==> src/rtl/eth_rx_packet_checker_sat_counter.sv <==
// Saturating statistics counter with synchronous clear (clear beats increment).
module eth_sat_counter #(
    parameter int W = 32
) (
    input  logic         clk,
    input  logic         rst_n,
    input  logic         inc,
    input  logic         clr,
    output logic [W-1:0] count
);
    logic [W-1:0] count_q;

    // Count up on inc, hold at all-ones, clear has priority.
    always_ff @(posedge clk or negedge rst_n) begin
        if (!rst_n) begin
            count_q <= '0;
        end else if (clr) begin
            count_q <= '0;
        end else if (inc && (count_q != '1)) begin
            count_q <= count_q + 1'b1;
        end
    end

    assign count = count_q;
endmodule

==> config.mk <==
export PLATFORM = sky130hd
export DESIGN_NAME = eth_sat_counter
export DESIGN_NICKNAME = d
export VERILOG_FILES = /design/src/rtl/eth_rx_packet_checker_sat_counter.sv
export SDC_FILE = /design/constraint.sdc
export NUM_CORES = 1
export LEC_CHECK = 0
export BUFFER_PORTS_ARGS = -buffer_cell sky130_fd_sc_hd__buf_2
export CORE_UTILIZATION = 55
export CTS_CLUSTER_SIZE = 28
export DETAILED_ROUTE_END_ITERATION = 10
export GPL_ROUTABILITY_DRIVEN = 0
export HOLD_SLACK_MARGIN = 0.03
export PLACE_DENSITY_LB_ADDON = 0.25
export SYNTH_ARGS = -nofsm -noshare
export SYNTH_HDL_FRONTEND = slang
export SYNTH_SLANG_ARGS = --single-unit
==> constraint.sdc <==
create_clock -name clk -period 2.2 [get_ports clk]
set_clock_uncertainty 0.1 [all_clocks]
set_input_delay 0.11 -clock clk [delete_from_list [all_inputs] [get_ports clk]]
set_output_delay 0.11 -clock clk [all_outputs]
set_load 0.05 [all_outputs]
==> metrics.txt <==
outcome complete, no violations; crit path kind reg -> reg; Largest register FFs 32; Post-synth ARST share 100%; Initial DRC Count 145; Post-CTS Setup Bufs 0; syn_nets slightly above 200; Final period util 96.9%; Top FF cell, synth dfrtp_1; crit path time final approximately 2.1 ns; layout cells sized above 1 38.8%; met2 usage in global routing approximately 46%; Slew Viols, Final 0; worst r2r src count[16]$_DFFE_PN0P_; Power Density approximately 520 nW/µm²; RR Endpoint count[29]$_DFFE_PN0P_; CP Capture Type register; Avg Inst Size Synth 9.37 µm²; fmax around 470 MHz; CP max FO 9; initial antenna violation count 0; Core Area 3130 µm²; Synth Cell Area 1850 µm²; Worst-Margin Slew around 0.70 ns; Startpoint Class register; Ports 36; cell count after synthesis slightly below 200; vias per cell approximately 6; Die ar. about 3600 µm²; drt drc 0; Final Net Count 246; met1 Use GR 33.2%; routed len/inst approximately 15 µm; count of cell types in the netlist between 40 and 50; grt peak-use layer met2; final instance area approximately 2300 µm²; most frequent cells in the layout buf_2 (35), nor2_1 (26), dfrtp_2 (24); crit path DAT approximately 2.3 ns; final setup fails 0; min-delay worst type in -> reg; CTS max path bufs 2; register area share after synthesis approximately 43%; placed cell areas roughly 2100 µm²; htree depth 2; commonest non-fill, non-tap cell in the layout buf_2; EDFF count, synth 0; P_leak between 0.001 and 0.0015 µW; count of input and output buffers 35; largest net degree at the start of global routing 34; Starting Density between 50% and 60%; Root Driver clkbuf_4; CTS tree yes; GR Util met3 between 6 and 7%; R2R setup slack a little under 0.07 ns; worst endpoint required time 2.32 ns; ANT cells 0; drt total wl about 4400 µm; final core utilization around 73%; Worst slew margin a little over half; first-pass iteration count of the detailed router 4; Sink Count 32; synth warn 0; min-delay src inc; Clock Pin Slew Worst Setup and Hold Paths roughly 0.11 ns; DPL Wire Length about 3000 µm; Worst VDD drop around 460 µV; WHS Endpoint count[4]$_DFFE_PN0P_; Cell Rows 20; Yosys reg bits 32; Fin. Hold Viols 0; GRT Util Overall between 20% and 30%; first-pass GRT wire length just over 7000 µm; Max-Cap Viols 0; worst hold stages 3; DRT antenna net count 0; worst-case reg-to-reg path depth 4; CTS buffer count 5; CP peak stage delay around 0.5 ns; Die Span Y around 60 µm; Critical-path top delay cell or3_4; gr ovfl total 0; Chip Width approximately 60 µm; synthesis-to-finish area growth 22.4%; Worst-Skew Late Latency about 0.34 ns; via count around 1700; number of global-route vias before repair 1593; worst-path cell chain nand4_1, or3_4, nor4_1, mux2_2
[per-layer routing]
metal	vias up	wire length [µm]
met5	-	0
met4	0	89
met3	12	254
met2	67	2150
met1	837	1870
li1	798	-
[how the worst max path moves through the flow]
stage	startpoint	slack, ns	endpoint
6_report	count[16]$_DFFE_PN0P_	0.07	count[29]$_DFFE_PN0P_
5_1_grt	count[16]$_DFFE_PN0P_	-0.01	count[3]$_DFFE_PN0P_
4_1_cts	count[0]$_DFFE_PN0P_	0.03	count[29]$_DFFE_PN0P_
3_5_place_dp	count[0]$_DFFE_PN0P_	0.05	count[29]$_DFFE_PN0P_
3_3_place_gp	count[0]$_DFFE_PN0P_	0.17	count[29]$_DFFE_PN0P_
2_1_floorplan	count[0]$_DFFE_PN0P_	0.01	count[3]$_DFFE_PN0P_
[critical path: cells and delay by family (launching register included)]
kind | cells | cell delay (ns)
multiplexers | 1 | 0.38
AND/OR/NAND/NOR | 3 | 1.10
flip-flops | 1 | 0.43
[synth_stat cells, drive strengths merged (2+ instances only)]
cell type	instances	area, µm²
and2	3	18.8
nor3	4	20.0
nand2	11	41.3
xor2	3	26.3
buf	3	17.5
nor4	7	71.3
a31oi	2	27.5
a21o	3	22.5
a211oi	5	37.5
or3	5	31.3
dfrtp	32	801
a21oi	11	55.1
or4	3	22.5
nand3	13	70.1
mux2	6	71.3
nor2	26	97.6
a31o	2	17.5
xnor2	10	87.6
o21ai	4	20.0
inv	7	26.3
o31ai	3	22.5
nor2b	6	37.5
nand2b	2	12.5
nand4	7	50.1
clkbuf	4	15.0
and3	8	55.1
[per-stage QoR]
| stage | setup WS (ns) | cells | hold WS (ns) | TNS [ns] | power (µW) |
|---|---|---|---|---|---|
| 2_1_floorplan | 0.0117 | 198 | -0.286 | 0 | 648 |
| 3_3_place_gp | 0.172 | 277 | 0.0902 | 0 | 673 |
| 3_5_place_dp | 0.0529 | 277 | 0.0982 | 0 | 677 |
| 4_1_cts | 0.0269 | 286 | 0.0977 | 0 | 1190 |
| 5_1_grt | -0.0106 | 286 | 0.101 | -0.0230 | 1210 |
| 6_report | 0.0687 | 286 | 0.0993 | 0 | 1180 |
[power breakdown]
group	internal [µW]	total [µW]	switching (µW)
sequential	592	598	5.71
clock	302	513	211
combinational	18.6	67.6	49.0
[layout make-up]
type	count	area, µm²
Clock buffer	7	65.1
Clock inverter	1	30.0
Fill cell	242	858
Inverter	7	26.3
Multi-Input combinational cell	152	1020
Sequential cell	32	831
Tap cell	44	55.1
Timing Repair Buffer	43	238
[kinds of logic after synthesis]
kind of cell,Yosys count,share of synthesized area (%)
AO/OA/AOI/OAI,32,11.9
XOR/XNOR,13,6.14
adder cells (fa/ha/maj),1,0.675
buffers and inverters,14,3.17
flip-flops,32,43.2
multiplexers,7,4.39
AND/OR/NAND/NOR,99,30.5
[repair_timing]
action	4_1_cts	5_1_grt
hold buffers	1	0
gates resized for setup	0	4
hold endpoints to repair	32	0
setup endpoints to repair	0	9
(Power assumes the default switching activity.)
